$ cat src/rtl/simon_link_io_if.sv
`default_nettype none
// +----------------------------------------------------------------------+
// | Module  : simon_link_io_if                                           |
// | Brief   : byte-stream link (inbound rx, outbound tx) with handshakes |
// | Revision: 1.0                                                        |
// +----------------------------------------------------------------------+
interface simon_link_io_if;
  logic [7:0] rxData;
  logic       rxValid;
  logic       rxReady;
  logic [7:0] txData;
  logic       txValid;
  logic       txReady;

  // master is the host side of the link; slave is the IO block
  modport master (
    output rxData, rxValid, txReady,
    input  rxReady, txData, txValid
  );

  modport slave (
    input  rxData, rxValid, txReady,
    output rxReady, txData, txValid
  );
endinterface
`default_nettype wire

$ cat src/rtl/simon_link_io.sv
`default_nettype none
// +----------------------------------------------------------------------+
// | Module  : simon_link_io                                              |
// | Brief   : packet framing between a byte link and a SIMON cipher core |
// | Revision: 1.0                                                        |
// +----------------------------------------------------------------------+
module simon_link_io #(
  parameter int N = 16,
  parameter int M = 4
) (
  input  logic                clk,
  input  logic                nR,
  simon_link_io_if.slave      link,
  output logic [1:0][N-1:0]   blockIN,
  output logic [M-1:0][N-1:0] KEY,
  output logic                enc_dec,
  output logic [7:0]          infoIN,
  output logic [7:0]          countIN,
  output logic                newData,
  output logic                newKey,
  input  logic                loadData,
  input  logic                loadKey,
  input  logic                doneData,
  input  logic [1:0][N-1:0]   outData,
  input  logic [7:0]          infoOUT,
  input  logic [7:0]          countOUT,
  output logic                readData
);

  localparam int c_KEY_BYTES  = M * N / 8;
  localparam int c_DATA_BYTES = 2 * N / 8;
  localparam int c_MAX_BYTES  = (c_KEY_BYTES > c_DATA_BYTES) ? c_KEY_BYTES : c_DATA_BYTES;
  localparam int c_CW         = $clog2(c_MAX_BYTES);
  localparam logic [c_CW-1:0] c_KEY_LAST  = c_CW'(c_KEY_BYTES - 1);
  localparam logic [c_CW-1:0] c_DATA_LAST = c_CW'(c_DATA_BYTES - 1);
  localparam int c_TX_BYTES   = 2 + c_DATA_BYTES;
  localparam int c_TW         = $clog2(c_TX_BYTES);
  localparam logic [c_TW-1:0] c_TX_LAST   = c_TW'(c_TX_BYTES - 1);
  localparam int c_SREG_W     = 8 * c_TX_BYTES;

  typedef enum logic [2:0] {
    R_INFO  = 3'd0,
    R_CNT   = 3'd1,
    R_KEY   = 3'd2,
    R_DATA  = 3'd3,
    R_ISSUE = 3'd4
  } rx_state_t;

  typedef enum logic [1:0] {
    T_IDLE = 2'd0,
    T_ACK  = 2'd1,
    T_SEND = 2'd2
  } tx_state_t;

  rx_state_t           r_rx_state;
  logic [c_CW-1:0]     r_byte_cnt;
  logic [7:0]          r_info;
  logic [7:0]          r_count;
  logic                r_enc_dec;
  logic [M*N-1:0]      r_key;
  logic [2*N-1:0]      r_block;
  logic                r_new_data;
  logic                r_new_key;

  tx_state_t           r_tx_state;
  logic [c_TW-1:0]     r_tx_cnt;
  logic [c_SREG_W-1:0] r_sreg;
  logic                r_tx_valid;
  logic                r_read_data;

  logic w_rx_ready;
  logic w_rx_fire;
  logic w_tx_fire;

  assign w_rx_ready = (r_rx_state != R_ISSUE);
  assign w_rx_fire  = link.rxValid && w_rx_ready;
  assign w_tx_fire  = r_tx_valid && link.txReady;

  // Receive side: words land word 0 first, each word LSB byte first
  always_ff @(posedge clk or negedge nR) begin
    if (!nR) begin
      r_rx_state <= R_INFO;
      r_byte_cnt <= '0;
      r_info     <= '0;
      r_count    <= '0;
      r_enc_dec  <= 1'b0;
      r_key      <= '0;
      r_block    <= '0;
      r_new_data <= 1'b0;
      r_new_key  <= 1'b0;
    end else begin
      unique case (r_rx_state)
        R_INFO: begin
          if (w_rx_fire) begin
            r_info     <= link.rxData;
            r_enc_dec  <= link.rxData[0];
            r_byte_cnt <= '0;
            r_rx_state <= R_CNT;
          end
        end
        R_CNT: begin
          if (w_rx_fire) begin
            r_count    <= link.rxData;
            r_byte_cnt <= '0;
            r_rx_state <= r_info[1] ? R_KEY : R_DATA;
          end
        end
        R_KEY: begin
          if (w_rx_fire) begin
            r_key[{r_byte_cnt, 3'b000} +: 8] <= link.rxData;
            if (r_byte_cnt == c_KEY_LAST) begin
              r_byte_cnt <= '0;
              r_rx_state <= R_DATA;
            end else begin
              r_byte_cnt <= r_byte_cnt + 1'b1;
            end
          end
        end
        R_DATA: begin
          if (w_rx_fire) begin
            r_block[{r_byte_cnt, 3'b000} +: 8] <= link.rxData;
            if (r_byte_cnt == c_DATA_LAST) begin
              r_byte_cnt <= '0;
              r_new_data <= 1'b1;
              r_new_key  <= r_info[1];
              r_rx_state <= R_ISSUE;
            end else begin
              r_byte_cnt <= r_byte_cnt + 1'b1;
            end
          end
        end
        R_ISSUE: begin
          // Requests drop independently; leave only once both have been seen low
          if (loadData) r_new_data <= 1'b0;
          if (loadKey)  r_new_key  <= 1'b0;
          if (!r_new_data && !r_new_key) begin
            r_byte_cnt <= '0;
            r_rx_state <= R_INFO;
          end
        end
        default: r_rx_state <= R_INFO;
      endcase
    end
  end

  // Transmit side: shift register holds {word1, word0, count, info}, sent low byte first
  always_ff @(posedge clk or negedge nR) begin
    if (!nR) begin
      r_tx_state  <= T_IDLE;
      r_tx_cnt    <= '0;
      r_sreg      <= '0;
      r_tx_valid  <= 1'b0;
      r_read_data <= 1'b0;
    end else begin
      unique case (r_tx_state)
        T_IDLE: begin
          if (doneData) begin
            r_sreg      <= {outData, countOUT, infoOUT};
            r_read_data <= 1'b1;
            r_tx_cnt    <= '0;
            r_tx_state  <= T_ACK;
          end
        end
        T_ACK: begin
          if (!doneData) begin
            r_read_data <= 1'b0;
            r_tx_valid  <= 1'b1;
            r_tx_state  <= T_SEND;
          end
        end
        T_SEND: begin
          if (w_tx_fire) begin
            if (r_tx_cnt == c_TX_LAST) begin
              r_tx_valid <= 1'b0;
              r_tx_cnt   <= '0;
              r_tx_state <= T_IDLE;
            end else begin
              r_sreg   <= {8'h00, r_sreg[c_SREG_W-1:8]};
              r_tx_cnt <= r_tx_cnt + 1'b1;
            end
          end
        end
        default: r_tx_state <= T_IDLE;
      endcase
    end
  end

  assign link.rxReady = w_rx_ready;
  assign link.txData  = r_sreg[7:0];
  assign link.txValid = r_tx_valid;

  assign blockIN  = r_block;
  assign KEY      = r_key;
  assign enc_dec  = r_enc_dec;
  assign infoIN   = r_info;
  assign countIN  = r_count;
  assign newData  = r_new_data;
  assign newKey   = r_new_key;
  assign readData = r_read_data;

endmodule
`default_nettype wire
$ cat src/flat_wrapper.sv
// flat-port wrapper written by rule: the top's interface ports become plain ports
module simon_link_io_flat 
#(
  parameter int N = 16,
  parameter int M = 4
)
  (clk, nR, blockIN, KEY, enc_dec, infoIN, countIN, newData, newKey, loadData, loadKey, doneData, outData, infoOUT, countOUT, readData, link_rxData, link_rxValid, link_txReady, link_rxReady, link_txData, link_txValid);
  simon_link_io_if link_i ();
  input  logic clk;
  input  logic nR;
  output logic [1:0][N-1:0] blockIN;
  output logic [M-1:0][N-1:0] KEY;
  output logic enc_dec;
  output logic [7:0] infoIN;
  output logic [7:0] countIN;
  output logic newData;
  output logic newKey;
  input  logic loadData;
  input  logic loadKey;
  input  logic doneData;
  input  logic [1:0][N-1:0] outData;
  input  logic [7:0] infoOUT;
  input  logic [7:0] countOUT;
  output logic readData;
  input wire logic [$bits(link_i.rxData)-1:0] link_rxData;
  input wire logic [$bits(link_i.rxValid)-1:0] link_rxValid;
  input wire logic [$bits(link_i.txReady)-1:0] link_txReady;
  output wire logic [$bits(link_i.rxReady)-1:0] link_rxReady;
  output wire logic [$bits(link_i.txData)-1:0] link_txData;
  output wire logic [$bits(link_i.txValid)-1:0] link_txValid;
  assign link_i.rxData = link_rxData;
  assign link_i.rxValid = link_rxValid;
  assign link_i.txReady = link_txReady;
  assign link_rxReady = link_i.rxReady;
  assign link_txData = link_i.txData;
  assign link_txValid = link_i.txValid;
  simon_link_io #(.N(N), .M(M)) u_core (.clk(clk), .nR(nR), .link(link_i), .blockIN(blockIN), .KEY(KEY), .enc_dec(enc_dec), .infoIN(infoIN), .countIN(countIN), .newData(newData), .newKey(newKey), .loadData(loadData), .loadKey(loadKey), .doneData(doneData), .outData(outData), .infoOUT(infoOUT), .countOUT(countOUT), .readData(readData));
endmodule
$ cat config.mk
export PLATFORM = sky130hd
export DESIGN_NAME = simon_link_io_flat
export DESIGN_NICKNAME = d
export VERILOG_FILES = /design/src/rtl/simon_link_io_if.sv /design/src/rtl/simon_link_io.sv /design/src/flat_wrapper.sv
export SDC_FILE = /design/constraint.sdc
export NUM_CORES = 1
export LEC_CHECK = 0
export CORE_ASPECT_RATIO = 1.1
export CORE_MARGIN = 1.5
export CORE_UTILIZATION = 46
export CTS_BUF_LIST = sky130_fd_sc_hd__clkbuf_8
export CTS_CLUSTER_SIZE = 24
export DETAILED_ROUTE_END_ITERATION = 10
export PLACE_DENSITY = 0.83
export SYNTH_ARGS = -nofsm -noshare
export SYNTH_HDL_FRONTEND = slang
export SYNTH_SLANG_ARGS = --single-unit
$ cat constraint.sdc
create_clock -name clk -period 2.3 [get_ports clk]
set_input_delay 0.46 -clock clk [delete_from_list [all_inputs] [get_ports clk]]
set_output_delay 0.46 -clock clk [all_outputs]
set_load 0.02 [all_outputs]
[Word-level counts from Yosys, hierarchy flattened]
Index checks and enable logic that the tools add are counted.
Cells by class
  add/subtract/negate cells: 3
  equal/unequal tests: 25
  shifts and indexed selects: 4
  mux-type cells: 45
  reductions and logical operators: 26
Operators by type and width (number)
  48-bit 2-to-1 mux: 3
  48-bit one-hot mux with 2 select lines: 1
  64-bit bitwise mux: 1
  8-bit by 8-bit variable shift with 64-bit output (first input constant): 1
  8-bit by 8-bit variable part select with 64-bit output: 1
  3-bit 2-to-1 mux: 15
  32-bit bitwise mux: 1
  8-bit by 8-bit variable shift with 32-bit output (first input constant): 1
  8-bit by 8-bit variable part select with 32-bit output: 1
  2-bit by 1-bit inequality test with 1-bit output (second input constant): 10
  4-bit AND reduction: 5
  3-bit one-hot mux with 5 select lines: 1
  1-bit 2-to-1 mux: 12
  3-bit one-hot mux with 4 select lines: 1
  2-bit inequality test (second input constant): 5
  3-bit by 2-bit equality test with 1-bit output (second input constant): 3
  3-bit equality test (second input constant): 3
  2-bit 2-to-1 mux: 4
  6-bit negation with 8-bit output: 1
  1-bit one-hot mux with 2 select lines: 4
  2-bit AND reduction: 4
  2-bit nonzero test: 4
  7-bit AND reduction: 1
  3-bit by 1-bit adder with 3-bit output (second input constant): 2
  14 further kinds: 18
Word-level totals
  register bits: 176
  bits of input ports: 63
  output and inout port bits: 126
  logic and storage cells: 117

[Logic depth before layout (Yosys ltp)]
Gate-level depths: netlist of the first run.
  depth in word-level cells: 4
  mapped depth: 7
  gate-level depth less buffers: 6

[Worst setup path after synthesis of the first run]
Ideal clock, no wire load.
  kind: reg-to-reg
  start point: register u_core.r_byte_cnt[0]
  end point: register u_core.r_block[16], in the netlist u_core.blockIN[16]
  library setup time: 0.125 ns
  data arrival time: 2.139 ns
  data required time: 2.175 ns
  slack: 0.036 ns
  stages on the path, launching flop included: 8
  buffers on the path: 1
  clock period less this slack: 2.264 ns
  path through: dfrtp_1 -> inv_1 -> ha_1 -> ha_1 -> nand2_1 -> or4b_1 -> buf_2 -> mux2_2
On the way
  word-level cells in the longest chain between the ends: 3
  elaborated cells on any way between the ends: 4
  classes of those cells: add/sub: 1; shift: 2; mux: 1
RTL lines
  start: declaration: RTL line simon_link_io.sv:56  | logic [c_CW-1:0] r_byte_cnt;
  start signal: assignment: RTL line simon_link_io.sv:115  | r_byte_cnt <= r_byte_cnt + 1'b1;
  start signal: assignment: RTL line simon_link_io.sv:128  | r_byte_cnt <= r_byte_cnt + 1'b1;
  6-bit negation with 8-bit output (*): RTL line simon_link_io.sv:121  | r_block[{r_byte_cnt, 3'b000} +: 8] <= link.rxData;
  8-bit by 8-bit variable part select with 32-bit output / 8-bit by 8-bit variable shift with 32-bit output (equally long branches): RTL line simon_link_io.sv:121
  32-bit bitwise mux (*): RTL line simon_link_io.sv:121
  end signal: indexed assignment: RTL line simon_link_io.sv:121
  end: declaration: RTL line simon_link_io.sv:61  | logic [2*N-1:0] r_block;
Mark *: on every way between the ends. The rest lies on a longest branch, timed or not.
A chain may end at the register's enable or synchronous reset.

[Worst setup path in the final report of the first run]
  start point: register u_core.r_byte_cnt[1]
  end point: register u_core.r_key[41], in the netlist u_core.KEY[41]
On the way
  word-level cells in the longest chain between the ends: 3
  elaborated cells on any way between the ends: 4
  classes of those cells: add/sub: 1; shift: 2; mux: 1
RTL lines
  6-bit negation with 8-bit output (*): RTL line simon_link_io.sv:110  | r_key[{r_byte_cnt, 3'b000} +: 8] <= link.rxData;
  8-bit by 8-bit variable part select with 64-bit output / 8-bit by 8-bit variable shift with 64-bit output (equally long branches): RTL line simon_link_io.sv:110
  64-bit bitwise mux (*): RTL line simon_link_io.sv:110
  end signal: indexed assignment: RTL line simon_link_io.sv:110
  end: declaration: RTL line simon_link_io.sv:60  | logic [M*N-1:0] r_key;
Marked as above.

==> flow_metrics.env, run 1 <==
export IMPL_worstPathMaxFanout=8
export IMPL_grt_usage=0.226
export IMPL_cts_root_buf="clkbuf_8"
export IMPL_dp_hpwl_um=13600
export IMPL_required_ns=2.65
export IMPL_powerDensity_nw_per_um2=1330
export IMPL_cap_violations=0
export IMPL_route_detailed_drc=13
export IMPL_firstDrtPassIters=10
export IMPL_crit_arrival_ns=2.62
export IMPL_worstSkewPairLatency_ns=0.47
export IMPL_setup_viol=0
export IMPL_cp_end_kind="flip-flop"
export IMPL_die_area_um2=17400
export IMPL_cts_sinks=175
export IMPL_pwr_share_clk=0.154
export IMPL_wl_per_cell_um=19.8
export IMPL_critical_path_startpoint="u_core.r_byte_cnt[1]"
export IMPL_min_period_ns=2.27
export IMPL_instances_no_fill=955
export IMPL_routed_wirelength_um=19000
export IMPL_internal_power_uw=8810
export IMPL_routed_wl_met3_um=1680
export IMPL_fin_setup_tns_ns=0
export IMPL_clock_skew_ns=0.00923
export IMPL_synth_distinct_cells=45
export IMPL_grt_pass1_vias=5614
export IMPL_syn_nets=588
export IMPL_syn_avg_cell_area_um2=14.8
export IMPL_outcome="finished, violations left"
export IMPL_cts_max_level=4
export IMPL_dieHeight_um=138
export IMPL_area_growth_pct=36.6
export IMPL_crit_path_start_kind="flip-flop"
export IMPL_register_area_um2=4380
export IMPL_comb_power_share=0.476
export IMPL_hold_violations=0
export IMPL_timing_final_crit_share=0.987
export IMPL_hold_path_startpoint="u_core.r_sreg[46]"
export IMPL_cts_tree="yes"
export IMPL_top_layer="met4"
export IMPL_pin_count=189
export IMPL_ys_seq_elements=175
export IMPL_netlist_instances=518
export IMPL_core_um2=16300
export IMPL_final_layout_size_suffix_gt1_frac=0.377
export IMPL_critPathKind="reg2reg"
export IMPL_synthArstFlopShare=1.00
export IMPL_m1WireLength_um=7560
export IMPL_placed_cells=919
export IMPL_vias=5077
export IMPL_rows=49
export IMPL_vias_per_cell=5.32
export IMPL_clockBufferDepth=2
export IMPL_grt_pass1_wl_um=30700
export IMPL_antenna_found_initial=0
export IMPL_rr_startpoint="u_core.r_byte_cnt[1]"
export IMPL_antenna_cells=0
export IMPL_nNetsFinal=808
export IMPL_start_util=0.469
export IMPL_numCtsBuffers=17
export IMPL_grt_overflow=0
export IMPL_routabilityCongestion=0.830
export IMPL_yosys_warnings=0
export IMPL_fmax_mhz=441
export IMPL_p_sw_frac=0.367
export IMPL_clk_pin_slew_worst_paths_ns=0.10
export IMPL_tightest_slew_ns=0.700
export IMPL_p_leak_uw=0.00462
export IMPL_yosysSeqAreaShare=0.573
export IMPL_maxSlewViolCount=0
export IMPL_drt_antenna_violating_nets=0
export IMPL_die_x_um=126
export IMPL_synth_area_um2=7650
export IMPL_p_sw_uw=5100
export IMPL_multiInputGateArea_um2=3100
export IMPL_drt_iter0_markers=288
export IMPL_met2_length_um=9350
export IMPL_sequentialPowerShare=0.370
export IMPL_synth_edf_count=0
export IMPL_ir_worst_vdd_mv=0.890
export IMPL_hold_path_class="reg2reg"
export IMPL_fillers=1199
export IMPL_synthFlopType="dfrtp_1"
export IMPL_violations="design-rule violations"
export IMPL_grt_start_max_net_pins=57
export IMPL_numPortBuffers=188
export IMPL_timing_slew_headroom=0.533
cell families (layout without fill, tap and decap cells):
logic type                 Yosys count  after routing  synth area share
buffers and inverters               39            272            0.0272
AOI/OAI and AO/OA                   31             31            0.0280
and+or+nand+nor                     68             68            0.0663
DFF                                175            175             0.573
muxes                              197            197             0.293
adders and majority gates            7              7            0.0115
xor gates and xnor gates             1              1           0.00115
synth_stat cells (all sizes together), types with 2 or more instances:
cell type    n  area [µm²]
a211oi       2        15.0
a21oi        8        40.0
a22o         8        70.1
and2         9        56.3
and4b        2        20.0
buf         22         144
clkbuf       8        30.0
dfrtp      175        4380
ha           7        87.6
inv          9        33.8
mux2       194        2210
mux2i        3        30.0
nand2        5        18.8
nand2b       5        31.3
nand3b       3        22.5
nand4        2        12.5
nand4b       3        26.3
nor2         8        30.0
nor2b       14        87.6
nor3         2        20.0
nor3b        2        15.0
nor4         4        85.1
o21ai        5        25.0
layer usage:
layer	GRT usage	vias up
met5	0	-
met4	0.0738	0
met3	0.0797	30
met2	0.380	194
met1	0.271	2571
li1	-	2282
critical path: stages (launching register included):
cell and delay, ns:
dfrtp_1 0.42, inv_1 0.11, ha_4 0.18, ha_4 0.25, nand2b_2 0.20, or4_4 0.66, mux2_4 0.34
cells in the final DEF, fill, tap and decap left out, drive strengths merged, types with 5 or more instances in the layout:
| master | n |
|---|---|
| clkbuf | 17 |
| clkinv | 7 |
| ha | 7 |
| o21ai | 5 |
| nor2b | 14 |
| nand2 | 5 |
| nand2b | 5 |
| buf | 43 |
| and2 | 9 |
| clkdlybuf4s50 | 186 |
| a22o | 8 |
| mux2 | 194 |
| nor2 | 8 |
| inv | 15 |
| a21oi | 8 |
| dfrtp | 175 |
final timing paths:
path | cells after the start | to | slack (ns)
max | 6 | u_core.KEY[41] | 0.03
min | 1 | u_core.r_sreg[46] | 0.51
max reg2reg | 6 | u_core.KEY[41] | 0.03
min reg2reg | 1 | u_core.r_sreg[46] | 0.51
max in group asynchronous | 3 | u_core.blockIN[5] | 1.10
min in group asynchronous | 2 | u_core.r_tx_cnt[2] | 0.52
registers in the layout (all words and copies together) (netlist names), 2 cells and up:
signal	flops
u_core.r_rx_state	3
u_core.blockIN	32
u_core.r_sreg	48
u_core.infoIN	8
u_core.KEY	64
u_core.r_tx_cnt	3
u_core.countIN	8
u_core.r_byte_cnt	3
u_core.r_tx_state	2
power by group through the flow:
stage          logic [µW]  registers (µW)  clock network [µW]
2_1_floorplan        2950            5940                   0
3_5_place_dp         6500            5190                   0
3_3_place_gp         6300            5080                   0
5_1_grt              7020            5310                2320
4_1_cts              6550            5140                2200
6_report             6620            5140                2140
repair_timing:
item | CTS | global route
endpoints found under the hold margin | 52 | 0
resized for setup | 3 | 4
pin swaps | 0 | 1
hold buffers | 1 | 0
setup endpoints to repair | 1 | 36
setup buffers | 0 | 3
stage by stage:
stage               cell area (µm²)  hold slack, ns  setup WS (ns)  power, µW  utilization
CTS                           10400           0.509         0.0260      13900        0.637
detailed placement             9980           0.454        -0.0149      11700        0.612
global route                  10400           0.528        -0.0278      14700        0.641
floorplan                      7650           0.164         0.0358       8890            -
finish                        10400           0.509         0.0302      13900        0.641
global placement               9980           0.438         0.0342      11400        0.612
final cells by class:
class / instances / share of cell area
sequential: 175 / 0.419
multi-input combinational: 304 / 0.296
timing repair buffer: 231 / 0.217
tap: 204 / 0.0244
clock buffer: 17 / 0.0224
clock inverter: 15 / 0.0168
inverter: 9 / 0.00323
Note: power is estimated with default switching activity, not from simulation.
==> inputs of run 2 (changes only) <==
- CORE_UTILIZATION: 46 -> 51
- PLACE_DENSITY: 0.83 -> 0.87
- SETUP_SLACK_MARGIN: default -> 0.2
- clock period: 2.3 -> 2.5 ns (I/O delays scaled with it)
==> run 2 against run 1 <==
  * The run now ends clean
  * Cell count shrank 2.5%
  * Die area shrank 9.6%
  * Clock power shrank 8%
  * Critical path depth is the same
  * Sequential power shrank 7.8%
  * Clock skew grew 0.0040 ns
  * Combinational power shrank 9.2%
  * Critical path type unchanged
  * Global-route usage grew 2.4 points
  * Sequential cell count is the same
  * Non-clock buffer count shrank 12
  * Wire length shrank 0.33%
  * Via count shrank 1.5%
==> flow_metrics.env, run 2 (synthesis gave the netlist of run 1 again) <==
export IMPL_outcome="finished, final reports clean"
export IMPL_ir_worst_vdd_mv=0.830
export IMPL_cap_violations=0
export IMPL_antenna_cells=0
export IMPL_hold_path_class="reg2reg"
export IMPL_clock_skew_ns=0.0132
export IMPL_finalInstanceArea_um2=10300
export IMPL_grt_start_max_net_pins=69
export IMPL_maxSlewViolCount=0
export IMPL_grt_setup_unrepaired="false"
export IMPL_dieHeight_um=131
export IMPL_critical_path_startpoint="u_core.r_byte_cnt[1]"
export IMPL_slowest_stage="or4_4"
export IMPL_crit_arrival_ns=2.58
export IMPL_drt_antenna_violating_nets=0
export IMPL_die_x_um=120
export IMPL_dpl_cell_area_um2=9840
export IMPL_fillers=964
export IMPL_cts_sinks=175
export IMPL_rr_startpoint="u_core.r_byte_cnt[1]"
export IMPL_vias_per_cell=5.37
export IMPL_required_ns=2.85
export IMPL_rows=46
export IMPL_cp_num_buf_inv=1
export IMPL_area_growth_pct=34.6
export IMPL_numCtsBuffers=17
export IMPL_wl_per_cell_um=20.3
export IMPL_crit_family="simple AND/OR/NAND/NOR gates"
export IMPL_worst_hold_slack_ns=0.506
export IMPL_antenna_found_initial=0
export IMPL_final_layout_size_suffix_gt1_frac=0.367
export IMPL_clockBufferDepth=2
export IMPL_route_detailed_drc=0
export IMPL_placed_cells=896
export IMPL_cts_max_level=4
export IMPL_cp_end_kind="flip-flop"
export IMPL_p_total_uw=12700
export IMPL_hold_path_startpoint="u_core.r_sreg[47]"
export IMPL_drt_iter0_markers=217
export IMPL_grt_overflow=0
export IMPL_start_util=0.525
export IMPL_instances_no_fill=931
export IMPL_clk_pin_slew_worst_paths_ns=0.09
export IMPL_largest_reg_flops=64
export IMPL_vias=5000
export IMPL_routed_wirelength_um=18900
export IMPL_core_um2=14600
export IMPL_min_period_ns=2.23
export IMPL_die_area_um2=15700
export IMPL_pin_count=189
export IMPL_setup_viol=0
export IMPL_firstDrtPassIters=4
export IMPL_nNetsFinal=796
export IMPL_dp_hpwl_um=13700
export IMPL_p_leak_uw=0.00456
export IMPL_fmax_mhz=449
export IMPL_tightest_slew_ns=0.690
export IMPL_grt_pass1_vias=5556
export IMPL_crit_chain="inv_1 -> ha_1 -> ha_4 -> nand2b_4 -> or4_4 -> mux2_4"
export IMPL_worstPathMaxFanout=8
export IMPL_critPathKind="reg2reg"
export IMPL_routabilityCongestion=0.866
export IMPL_hold_violations=0
export IMPL_grt_pass1_wl_um=30100
export IMPL_timing_final_crit_share=0.891
export IMPL_numPortBuffers=188
export IMPL_crit_path_max_incr_delay_ns=0.64
export IMPL_fin_util=0.707
export IMPL_timing_slew_headroom=0.539
export IMPL_grt_usage=0.250
export IMPL_cts_root_buf="clkbuf_8"
export IMPL_layout_common_cells="186 x mux2_2, 186 x clkdlybuf4s50_1, 172 x dfrtp_1"
export IMPL_crit_path_start_kind="flip-flop"
export IMPL_worstSkewPairLatency_ns=0.47
export IMPL_cts_tree="yes"
export IMPL_powerDensity_nw_per_um2=1240
## run 2: layer usage
layer | share of wire | vias up | track usage
li1 | - | 2253 | -
met1 | 0.39 | 2540 | 0.295
met2 | 0.50 | 165 | 0.416
met3 | 0.070 | 42 | 0.0829
met4 | 0.034 | 0 | 0.109
met5 | 0 | - | 0
## run 2: worst paths after layout
path,endpoint,slack [ns],depth (start not counted)
max,u_core.KEY[44],0.27,6
min,u_core.r_sreg[47],0.51,1
max reg2reg,u_core.KEY[44],0.27,6
min reg2reg,u_core.r_sreg[47],0.51,1
max in group asynchronous,u_core.blockIN[4],1.12,3
min in group asynchronous,u_core.KEY[19],0.55,2
## run 2: metrics by stage
step                TNS (ns)  worst slack [ns]
floorplan                  0             0.236
global placement           0            0.0761
detailed placement   -0.0192           -0.0119
CTS                        0             0.276
global route               0             0.214
finish                     0             0.273
## run 2: worst register-to-register path, delay by kind of cell, from the launching register on
kind	cells	cell delay, ns
adder cells (fa/ha/maj)	2	0.48
multiplexers	1	0.34
buffers and inverters	1	0.09
flip-flops	1	0.42
AND/OR/NAND/NOR	2	0.79
## run 2: timing repair
| item | CTS | global route |
|---|---|---|
| buffers inserted | 0 | 2 |
| hold endpoints to repair | 8 | 0 |
| resized for setup | 6 | 2 |
| hold buffers | 1 | 0 |
| gates cloned | 0 | 0 |
| pin swaps | 0 | 2 |
| endpoints found under the setup margin | 3 | 7 |
## run 2: final cells by class
type                       count  area (µm²)  share of cell area
tap                          192         240              0.0233
timing repair buffer         219        2140               0.208
multi-input combinational    304        3100               0.301
clock buffer                  19         262              0.0254
sequential                   175        4380               0.426
clock inverter                13         136              0.0132
inverter                       9        33.8             0.00328
## run 2: where the power goes
| group | switching, µW | internal (µW) |
|---|---|---|
| Sequential | 734 | 4010 |
| Combinational | 2830 | 3190 |
| Clock | 1020 | 942 |
| Total | 4580 | 8140 |
==> inputs of run 3 (changes only) <==
- ABC_AREA: default -> 1
- CAP_MARGIN: default -> 5
- CORE_UTILIZATION: 51 -> 52
- PLACE_DENSITY: 0.87 -> 0.88
==> run 3 against run 2 <==
  * Die area is 4.0% higher
  * Cell count up 49%
  * Register-to-register slack about the same
  * Maximum frequency decreased by 0.49%
  * Worst setup slack got worse by 0.011 ns
  * Clock-buffer cell count decreased by 1
==> flow_metrics.env, run 3 <==
export IMPL_mostFrequentLayoutCell="nand2_1"
export IMPL_maxSlewViolCount=0
export IMPL_route_detailed_drc=0
export IMPL_finalInstanceArea_um2=10400
export IMPL_p_leak_uw=0.00507
export IMPL_cts_sinks=175
export IMPL_cp_num_buf_inv=2
export IMPL_grt_overflow=0
export IMPL_routed_wirelength_um=21700
export IMPL_largest_reg_flops=64
export IMPL_crit_path_max_incr_delay_ns=0.42
export IMPL_critPathKind="reg2reg"
export IMPL_yosysTopAreaCell="dfrtp_1"
export IMPL_synth_common_cells="454 x nand2_1, 175 x dfrtp_1, 104 x nand3_1"
export IMPL_register_area_um2=4380
export IMPL_pin_count=189
export IMPL_rows=47
export IMPL_worstPathMaxFanout=21
export IMPL_slowest_stage="ha_1"
export IMPL_clock_skew_ns=0.0158
export IMPL_final_layout_size_suffix_gt1_frac=0.0758
export IMPL_powerDensity_nw_per_um2=1020
export IMPL_rr_startpoint="u_core.r_byte_cnt[0]"
export IMPL_r2r_slack_ns=0.26
export IMPL_antenna_cells=0
export IMPL_die_area_um2=16400
export IMPL_start_util=0.535
export IMPL_hold_path_class="reg2reg"
export IMPL_crit_arrival_ns=2.61
export IMPL_dpl_cell_area_um2=10100
export IMPL_routabilityCongestion=0.900
export IMPL_synth_top_family_by_area="simple AND/OR/NAND/NOR gates"
export IMPL_grt_pass1_vias=7033
export IMPL_tightest_slew_ns=0.681
export IMPL_synthXorXnorAreaFrac=0.00108
export IMPL_synth_distinct_cells=29
export IMPL_crit_path_start_kind="flip-flop"
export IMPL_crit_chain="inv_2 -> ha_1 -> ha_1 -> inv_2 -> nor3_2 -> nand2_1 -> o21ai_1"
export IMPL_area_growth_pct=28.7
export IMPL_yosys_warnings=0
export IMPL_netlist_instances=1007
export IMPL_wl_per_cell_um=15.7
export IMPL_dp_hpwl_um=15000
export IMPL_timing_slew_headroom=0.545
export IMPL_numCtsBuffers=17
export IMPL_reg2reg_to="u_core.blockIN[13]"
export IMPL_synth_simple_area_share=0.329
export IMPL_worst_hold_slack_ns=0.480
export IMPL_setup_viol=0
export IMPL_timing_final_crit_share=0.895
export IMPL_numPortBuffers=188
export IMPL_cts_root_buf="clkbuf_8"
export IMPL_dieHeight_um=134
export IMPL_synth_most_common_cell="nand2_1"
export IMPL_worst_slack_ns=0.262
export IMPL_yosysSeqAreaShare=0.539
export IMPL_syn_nets=1077
export IMPL_outcome="finished, final reports clean"
export IMPL_multiInputGateArea_um2=3280
export IMPL_reg2regPathDepth=7
export IMPL_synth_compound_area_share=0.0613
export IMPL_yosys_top_cells_area="dfrtp_1 54%, nand2_1 21%, nand3_1 6.4%"
export IMPL_core_um2=15200
export IMPL_synthArstFlopShare=1.00
export IMPL_hold_path_startpoint="u_core.r_sreg[25]"
export IMPL_layout_common_cells="454 x nand2_1, 186 x clkdlybuf4s50_1, 174 x dfrtp_1"
export IMPL_vias=7364
export IMPL_min_period_ns=2.24
export IMPL_post_cts_buffers=0
export IMPL_die_x_um=122
export IMPL_nNetsFinal=1244
export IMPL_synth_top_area_frac=0.539
export IMPL_clk_pin_slew_worst_paths_ns=0.09
export IMPL_fillers=1191
export IMPL_ys_seq_elements=175
export IMPL_worstSkewPairLatency_ns=0.45
export IMPL_synth_area_mux_share=0
export IMPL_cts_max_level=4
export IMPL_grt_start_max_net_pins=57
export IMPL_dp_worst_setup_slack_ns=0.285
export IMPL_synth_area_um2=8120
export IMPL_grt_pass1_wl_um=34700
export IMPL_drt_antenna_violating_nets=0
export IMPL_required_ns=2.88
export IMPL_hold_violations=0
export IMPL_cts_tree="yes"
export IMPL_antenna_found_initial=0
export IMPL_drt_iter0_markers=706
export IMPL_ir_worst_vdd_mv=0.686
export IMPL_synth_edf_count=0
export IMPL_firstDrtPassIters=7
export IMPL_synthAdderAreaFrac=0.0108
export IMPL_crit_family="adder cells"
export IMPL_whs_endpoint="u_core.r_sreg[25]"
export IMPL_vias_per_cell=5.32
export IMPL_cp_end_kind="flip-flop"
export IMPL_syn_avg_cell_area_um2=8.06
export IMPL_fin_setup_tns_ns=0
export IMPL_grt_usage=0.270
export IMPL_synthFlopType="dfrtp_1"
export IMPL_clockBufferDepth=2
export IMPL_fmax_mhz=447
export IMPL_grt_setup_unrepaired="true"
export IMPL_min_path_cells=2
export IMPL_cap_violations=0
run 3: cell count changes in the layout (fill, tap and decap cells not counted), moves of 13 or more:
cell | before | now
inv_1 | 11 | 36
mux2_2 | 186 | 0
nor2b_1 | 13 | 0
o21ai_1 | 0 | 54
nand2_1 | 5 | 454
buf_4 | 28 | 11
nor2_1 | 8 | 37
nand3_1 | 1 | 103
o21ai_0 | 5 | 27
run 3: metrics by stage:
stage | total power (µW) | util | instances
detailed placement | 8820 | 0.663 | 1349
CTS | 10700 | 0.688 | 1382
floorplan | 7290 | - | 1007
finish | 10700 | 0.689 | 1383
global placement | 8680 | 0.663 | 1349
global route | 11400 | 0.689 | 1383
run 3: layer usage:
metal  global-route usage  part of all wire  vias to the layer above
met1                0.348              0.41                     3492
met2                0.446              0.48                      299
met4                0.110             0.029                        0
li1                     -                 -                     3526
met3               0.0557             0.076                       47
met5                    0                 0                        -
run 3: what timing repair did:
action                                 4_1_cts  5_1_grt
cloned                                       0        1
endpoints found under the hold margin       41        0
pin swaps                                    0        1
gates resized for setup                      2        3
setup endpoints to repair                    1       22
hold buffers                                 1        0
run 3: cells by family (layout without fill, tap and decap cells):
| kind of cell | count (synthesis) | count (layout) |
|---|---|---|
| fa+ha+maj | 7 | 7 |
| buf+inv | 98 | 277 |
| compound gates | 92 | 92 |
| xor+xnor | 1 | 1 |
| flops | 175 | 175 |
| simple gates | 634 | 635 |
run 3: worst min-delay path, stage by stage (launching register included):
cell and delay [ns]:
dfrtp_1 0.34, nand2_1 0.05, nand2_1 0.06
run 3: layout make-up:
| type | instances | share of cell area |
|---|---|---|
| flip-flops and latches | 175 | 0.419 |
| multi-input cells | 735 | 0.314 |
| repair buffers | 202 | 0.193 |
| clock buffers | 18 | 0.0237 |
| well taps | 196 | 0.0235 |
| inverters | 43 | 0.0154 |
| clock inverters | 14 | 0.0115 |
run 3: worst max path at each step:
stage	from	endpoint	slack, ns	depth (start not counted)
floorplan	u_core.r_byte_cnt[0]	u_core.KEY[61]	0.52	9
global placement	link_rxValid	u_core.blockIN[14]	0.39	6
detailed placement	u_core.r_byte_cnt[0]	u_core.blockIN[8]	0.29	8
CTS	u_core.r_byte_cnt[0]	u_core.blockIN[10]	0.26	8
global route	u_core.r_byte_cnt[0]	u_core.blockIN[11]	0.11	7
finish	u_core.r_byte_cnt[0]	u_core.blockIN[13]	0.26	7
run 3: power breakdown:
group / total [µW] / leakage, µW / internal (µW) / switching [µW]
clock network: 1850 / 0.000185 / 811 / 1040
registers: 4080 / 0.00231 / 3580 / 492
logic: 4780 / 0.00258 / 1690 / 3080
total: 10700 / 0.00507 / 6090 / 4610
